==> config.mk <==
export PLATFORM = sky130hd
export DESIGN_NAME = mb16_issue_ctrl
export DESIGN_NICKNAME = d
export VERILOG_FILES = /design/src/rtl/mb16_pkg.sv /design/src/rtl/mb16_result_fifo.sv /design/src/rtl/mb16_issue_ctrl.sv
export SDC_FILE = /design/constraint.sdc
export NUM_CORES = 1
export LEC_CHECK = 0
export BUFFER_PORTS_ARGS = -buffer_cell sky130_fd_sc_hd__buf_4
export CAP_MARGIN = 20
export CORE_ASPECT_RATIO = 1.4
export CORE_MARGIN = 2
export CORE_UTILIZATION = 53
export CTS_BUF_LIST = sky130_fd_sc_hd__clkbuf_4 sky130_fd_sc_hd__clkbuf_8 sky130_fd_sc_hd__clkbuf_16
export DETAILED_ROUTE_END_ITERATION = 10
export PLACE_DENSITY = 0.79
export SYNTH_ARGS = -nofsm -noshare
export SYNTH_HDL_FRONTEND = slang
export SYNTH_SLANG_ARGS = --single-unit
export TNS_END_PERCENT = 100
==> constraint.sdc <==
create_clock -name CLK -period 4.3 [get_ports CLK]
set_clock_uncertainty 0.1 [all_clocks]
set_input_delay 0.86 -clock CLK [delete_from_list [all_inputs] [get_ports CLK]]
set_output_delay 0.86 -clock CLK [all_outputs]
set_load 0.01 [all_outputs]
==> src/rtl/mb16_pkg.sv <==
// Shared constants and result payload for the mb16 multiplier issue controller.
package mb16_pkg;

  localparam int unsigned WIDTH      = 16;
  localparam int unsigned TAGW       = 4;
  localparam int unsigned PROD_W     = 2 * WIDTH;
  localparam int unsigned MUL_LAT    = 2;
  localparam int unsigned FIFO_DEPTH = 4;
  localparam int unsigned PTR_W      = $clog2(FIFO_DEPTH);
  localparam int unsigned CNT_W      = PTR_W + 1;

  typedef struct packed {
    logic [PROD_W-1:0] product;
    logic [TAGW-1:0]   tag;
  } result_t;

endpackage

==> src/rtl/mb16_result_fifo.sv <==
// Result FIFO with a registered head entry so the downstream outputs come straight from flops.
module mb16_result_fifo
  import mb16_pkg::*;
(
  input  logic             CLK,
  input  logic             RST,
  input  logic             push,
  input  result_t          wdata,
  input  logic             pop,
  output result_t          head,
  output logic [CNT_W-1:0] count,
  output logic             full,
  output logic             empty
);

  result_t          mem [FIFO_DEPTH];
  logic [PTR_W-1:0] rd_ptr;
  logic [PTR_W-1:0] wr_ptr;
  logic [PTR_W-1:0] rd_next;
  logic [CNT_W-1:0] cnt_next;
  result_t          head_next;

  // Next head: a word written this edge into an otherwise empty FIFO bypasses the array.
  always_comb begin
    rd_next   = rd_ptr + PTR_W'(pop);
    cnt_next  = count + CNT_W'(push) - CNT_W'(pop);
    head_next = '0;
    if (cnt_next != '0) begin
      if (push && (rd_next == wr_ptr)) head_next = wdata;
      else                             head_next = mem[rd_next];
    end
  end

  always_ff @(posedge CLK or negedge RST) begin
    if (!RST) begin
      for (int i = 0; i < int'(FIFO_DEPTH); i++) mem[i] <= '0;
      rd_ptr <= '0;
      wr_ptr <= '0;
      count  <= '0;
      head   <= '0;
      full   <= 1'b0;
      empty  <= 1'b1;
    end else begin
      if (push) mem[wr_ptr] <= wdata;
      wr_ptr <= wr_ptr + PTR_W'(push);
      rd_ptr <= rd_next;
      count  <= cnt_next;
      head   <= head_next;
      full   <= (cnt_next == CNT_W'(FIFO_DEPTH));
      empty  <= (cnt_next == '0);
    end
  end

endmodule

==> src/rtl/mb16_issue_ctrl.sv <==
// Issue controller for the registered radix-4 Booth multiplier: credit-gated issue, latency
// tracking, in-order result FIFO. Optional perf counters when MB16_ISSUE_PERF_EN is defined.
module mb16_issue_ctrl
  import mb16_pkg::*;
(
  input  logic              CLK,
  input  logic              RST,
  input  logic              in_valid,
  output logic              in_ready,
  input  logic [WIDTH-1:0]  in_a,
  input  logic [WIDTH-1:0]  in_b,
  input  logic [TAGW-1:0]   in_tag,
  output logic [WIDTH-1:0]  mul_mx,
  output logic [WIDTH-1:0]  mul_my,
  input  logic [PROD_W-1:0] mul_product,
  output logic              out_valid,
  input  logic              out_ready,
  output logic [PROD_W-1:0] out_product,
  output logic [TAGW-1:0]   out_tag,
`ifdef MB16_ISSUE_PERF_EN
  output logic [31:0]       perf_issued,
  output logic [31:0]       perf_stall,
`endif
  output logic              busy
);

  logic             issue_c;
  logic             pop_c;
  logic [MUL_LAT-1:0] sr_vld;
  logic [TAGW-1:0]  sr_tag [MUL_LAT];
  logic [CNT_W-1:0] inflight_c;
  logic [CNT_W-1:0] credit_next_c;
  logic [CNT_W-1:0] fifo_count;
  logic             fifo_full;
  logic             fifo_empty;
  result_t          fifo_head;
  result_t          capture_c;

  assign issue_c   = in_valid && in_ready;
  assign pop_c     = out_valid && out_ready;
  assign mul_mx    = issue_c ? in_a : '0;
  assign mul_my    = issue_c ? in_b : '0;
  assign capture_c = '{product: mul_product, tag: sr_tag[MUL_LAT-1]};

  // Tag/valid pipeline aligned with the multiplier's operand and product registers.
  always_ff @(posedge CLK or negedge RST) begin
    if (!RST) begin
      sr_vld <= '0;
      for (int i = 0; i < int'(MUL_LAT); i++) sr_tag[i] <= '0;
    end else begin
      sr_vld[0] <= issue_c;
      sr_tag[0] <= in_tag;
      for (int i = 1; i < int'(MUL_LAT); i++) begin
        sr_vld[i] <= sr_vld[i-1];
        sr_tag[i] <= sr_tag[i-1];
      end
    end
  end

  // Credits count every pair not yet popped, whether still in the multiplier or buffered.
  always_comb begin
    inflight_c = '0;
    for (int i = 0; i < int'(MUL_LAT); i++) inflight_c = inflight_c + CNT_W'(sr_vld[i]);
    credit_next_c = inflight_c + fifo_count + CNT_W'(issue_c) - CNT_W'(pop_c);
  end

  always_ff @(posedge CLK or negedge RST) begin
    if (!RST) begin
      in_ready <= 1'b0;
      busy     <= 1'b0;
    end else begin
      in_ready <= (credit_next_c < CNT_W'(FIFO_DEPTH));
      busy     <= (credit_next_c != '0);
    end
  end

  mb16_result_fifo u_fifo (
    .CLK   (CLK),
    .RST   (RST),
    .push  (sr_vld[MUL_LAT-1]),
    .wdata (capture_c),
    .pop   (pop_c),
    .head  (fifo_head),
    .count (fifo_count),
    .full  (fifo_full),
    .empty (fifo_empty)
  );

  assign out_valid   = !fifo_empty;
  assign out_product = fifo_head.product;
  assign out_tag     = fifo_head.tag;

  a_no_overflow: assert property (@(posedge CLK) disable iff (!RST)
    !(fifo_full && sr_vld[MUL_LAT-1] && !pop_c));

`ifdef MB16_ISSUE_PERF_EN
  always_ff @(posedge CLK or negedge RST) begin
    if (!RST) begin
      perf_issued <= '0;
      perf_stall  <= '0;
    end else begin
      if (issue_c)               perf_issued <= perf_issued + 32'd1;
      if (in_valid && !in_ready) perf_stall  <= perf_stall + 32'd1;
    end
  end
`endif

endmodule

==> reports/results.env <==
DRT_FIRST_ITER_VIOLATIONS=268
CLOCK_LATENCY_NS=0.42
SYNTHESIS.NETS=639
WORST_PATH_DOMINANT_CELL_FAMILY='multiplexers'
CRIT_PATH_FREQUENT_CELL='sky130_fd_sc_hd__buf_4'
SETUP-TNS-FINAL_NS=0
DETAIL_ROUTE.WL_PER_CELL_UM=20.22
TRITONCTS='built'
SYNTH-ASYNC-RESET-RATIO_PCT=100.0
SYNTH-EDFF-COUNT=0
MIN_PERIOD_OVER_PERIOD_PCT=66.65
ANT_NETS=0
RSZ0062_AT_GRT='false'
DIE_HEIGHT_UM=156.8
ANTENNA-DIODE-COUNT=0
TIMING.CRITICAL_PATH.FANOUT_MAX=22
PEAK_VDD_IR_mV=0.3710
DETAILEDPLACEMENTHPWL_MM=11.68
CRITICAL_PATH.STARTPOINT_TYPE='input port'
DRC=20
CRITPATHMAXSTAGEDELAY_NS=0.53
HOLDBUFCOUNTCTS=0
GRT_OVERFLOW=0
POSTLAYOUTCOREUTIL_PCT=65.77
ROWS=55
VIAS_PER_CELL=5.731
CRITICAL_PATH_CLASS='input port to register'
SYNTH_AREA_LEADER_CELL='sky130_fd_sc_hd__dfrtp_1'
SYNTHMOSTINSTANTIATEDCELL='sky130_fd_sc_hd__dfrtp_1'
SYNTH.TOP_CELLS.BY_AREA='sky130_fd_sc_hd__dfrtp_1 (56%), sky130_fd_sc_hd__mux2_2 (13%), sky130_fd_sc_hd__mux4_1 (7.1%), sky130_fd_sc_hd__mux2_1 (5.0%), sky130_fd_sc_hd__mux2i_1 (4.1%)'
NETLIST_AREA_UM2=8836
SYNTHCELLS=557
CLOCK_SINK_COUNT=200
YS_FF_LATCH=200
GRT_PASS1_WL_MM=29.61
GRT_USAGE_PCT=21.73
DETAIL_ROUTE.FIRST_PASS.ITERATIONS=8
NFILLCELLS=1200
STARTING_UTILIZATION_OF_THE_CORE_AREA_PCT=54.41
WORST-SLEW-PIN-TRANSITION_NS=0.8737
POST_SYNTH_MOST_FREQUENT_CELLS='sky130_fd_sc_hd__dfrtp_1 (199), sky130_fd_sc_hd__mux2_2 (105), sky130_fd_sc_hd__mux2_1 (39), sky130_fd_sc_hd__mux2i_1 (36), sky130_fd_sc_hd__nor2_1 (36)'
POWER.STATIC_LEAKAGE_uW=0.005171
DIE_AREA_UM2=17740
TIMING.FINAL.MAX_SLEW_VIOLATIONS=0
FIN_HOLD_VIOLS=0
POST_CTS_RESIZED=0
FLOORPLAN.IO_PINS=143
RUN_STATUS='finished, violations left'
SYNTH.DISTINCT_CELLS=28
SLOWEST_STAGE='sky130_fd_sc_hd__xor2_4'
CRIT_BUF_INV=2
IO_BUFFERS=142
SETUP_VIOL=0
STDCELL_COUNT=907
POST_SYNTHESIS_MEAN_INSTANCE_AREA_UM2=15.86
CLK_PATH_BUF_DEPTH=2
HOLDCRITPATHCLASS='register to register'
FMAXACHIEVABLE_GHz=0.3489
YOSYSWARNINGCOUNT=0
POWER.DENSITY_nW_PER_UM2=815.9
CLOCK-ROOT-BUFFER='sky130_fd_sc_hd__clkbuf_16'
ENDPOINT_KIND='register'
CORE-AREA_UM2=16240
CLOCK_TREE.HTREE_LEVEL_COUNT=4
WORST_SLEW_MARGIN_REL_PCT=41.58
VIA_COUNT_OF_THE_FIRST_GLOBAL_ROUTING_PASS=5782
LAYOUT_SETUP_WS_NS=1.434
LAYOUT-DRIVE-GT1-SHARE_PCT=44.07
CTS_INSERTED_BUFFERS=17
CLKSLEWWORSTSETUPHOLDPATHS_NS=0.07
MAX_CAP_VIOLATIONS=0
GPL_CONGESTION=0.7540
PLACE_WORST_SETUP_SLACK_NS=0.9811
POST-PLACE-CELLS=875
TOTAL_WIRELENGTH_MM=18.34
VIOLATIONS='design-rule violations'
SYNTH_TOP_CELL_AREA_SHARE_PCT=56.36
CTS_POST_SETUP_BUFFERS_INSERTED=0
SEQ_AREA_FRAC_SYNTH_PCT=56.66
WORST_EP_REQUIRED_TIME_NS=4.50
GRT_START_MAX_NET_PINS=106
FF_LATCH_AREA_UM2=5006
TIMING.CRITICAL_PATH.ARRIVAL_NS=3.07
NUM-NETS-FINAL=777
ROUTE.VIAS.TOTAL=5198
TIMING.FINAL.CRIT_PERIOD_NS=2.866
NUMBER_OF_ANTENNA_VIOLATIONS_AT_THE_FIRST_CHECK_IN_GLOBAL_ROUTING=0
SYN2LAYOUT_AREA_GROWTH_PCT=20.89
MULTIINPUTGATEAREA_UM2=3566
DIE_W_UM=113.1
SYNTH_TOP_FLOP_CELL='sky130_fd_sc_hd__dfrtp_1'
CRIT_PATH_CELL_TRACE='buf_4 > nor2b_1 > ha_2 > xor2_4 > buf_4 > mux4_1 > mux2i_1 > nor2_1'
## metrics by stage
step                      instance area [µm²]  power [µW]  hold slack (ns)
after CTS                               10680        8811           0.2554
after global placement                  10040        6838           0.2329
after detailed placement                10060        7094           0.2364
after global routing                    10680        9258           0.2711
after floorplan                          8836        5939           0.2312
final                                   10680        8716           0.2476
## report_power, final
group | leakage [µW] | switching (µW) | internal [µW] | total, µW
Clock | 0.000302 | 700 | 955 | 1650
Sequential | 0.00236 | 487 | 2850 | 3340
Combinational | 0.00251 | 1670 | 2060 | 3730
## registers in the layout, summed over array words and instances, names as in the netlist
name,flops
u_fifo.mem,144
u_fifo.head,36
capture_c,4
sr_tag,4
u_fifo.count,3
sr_vld,2
u_fifo.rd_ptr,2
u_fifo.wr_ptr,2
busy,1
in_ready,1
u_fifo.empty,1
## kinds of logic (layout without fill, tap and decap cells)
family	after synthesis	after routing	synth area share (%)
fa+ha+maj	10	10	1.671
mux	216	216	32.63
flops	200	200	56.66
xor+xnor	8	8	1.119
simple gates	77	77	4.730
buf+inv	46	197	3.200
## per-layer routing
layer	routed length (µm)	vias to the layer above	GRT usage [%]
met5	0	-	0
met4	197	0	6.736
met3	884	10	4.415
met2	10030	141	39.66
met1	7236	2753	25.76
li1	-	2294	-
## cells in the final DEF, fill, tap and decap left out, types with 6 or more instances in the layout
master                      count
sky130_fd_sc_hd__mux2_1        39
sky130_fd_sc_hd__mux2_2       105
sky130_fd_sc_hd__nor2_1        36
sky130_fd_sc_hd__mux2i_1       36
sky130_fd_sc_hd__buf_4        150
sky130_fd_sc_hd__mux4_1        24
sky130_fd_sc_hd__and3_1        32
sky130_fd_sc_hd__ha_1           6
sky130_fd_sc_hd__inv_1         10
sky130_fd_sc_hd__clkbuf_16     17
sky130_fd_sc_hd__dfrtp_1      199
sky130_fd_sc_hd__mux4_2        12
## worst paths after layout
kind | from | depth (start not counted) | end | slack [ns]
max | out_ready | 8 | u_fifo.head[9] | 1.43
min | sr_tag[5] | 0 | capture_c[1] | 0.25
max reg2reg | u_fifo.empty | 7 | u_fifo.head[9] | 1.59
min reg2reg | sr_tag[5] | 0 | capture_c[1] | 0.25
max in group asynchronous | RST | 2 | u_fifo.mem[21] | 2.70
min in group asynchronous | RST | 1 | u_fifo.mem[96] | 0.41
## final cells by class
class | instances | share of cell area [%]
Tap cell | 199 | 2.331
Multi-Input combinational cell | 311 | 33.38
Clock inverter | 13 | 1.558
Sequential cell | 200 | 46.87
Inverter | 11 | 0.3866
Clock buffer | 19 | 4.240
Timing Repair Buffer | 154 | 11.23
## worst register-to-register path: cells and delay by family, from the launching register on
kind | cells | cell delay, ns
xor gates and xnor gates | 1 | 0.54
and+or+nand+nor | 2 | 0.26
DFF | 1 | 0.37
adders and majority gates | 1 | 0.31
buffers and inverters | 1 | 0.45
muxes | 2 | 0.55
(Power assumes the default switching activity.)
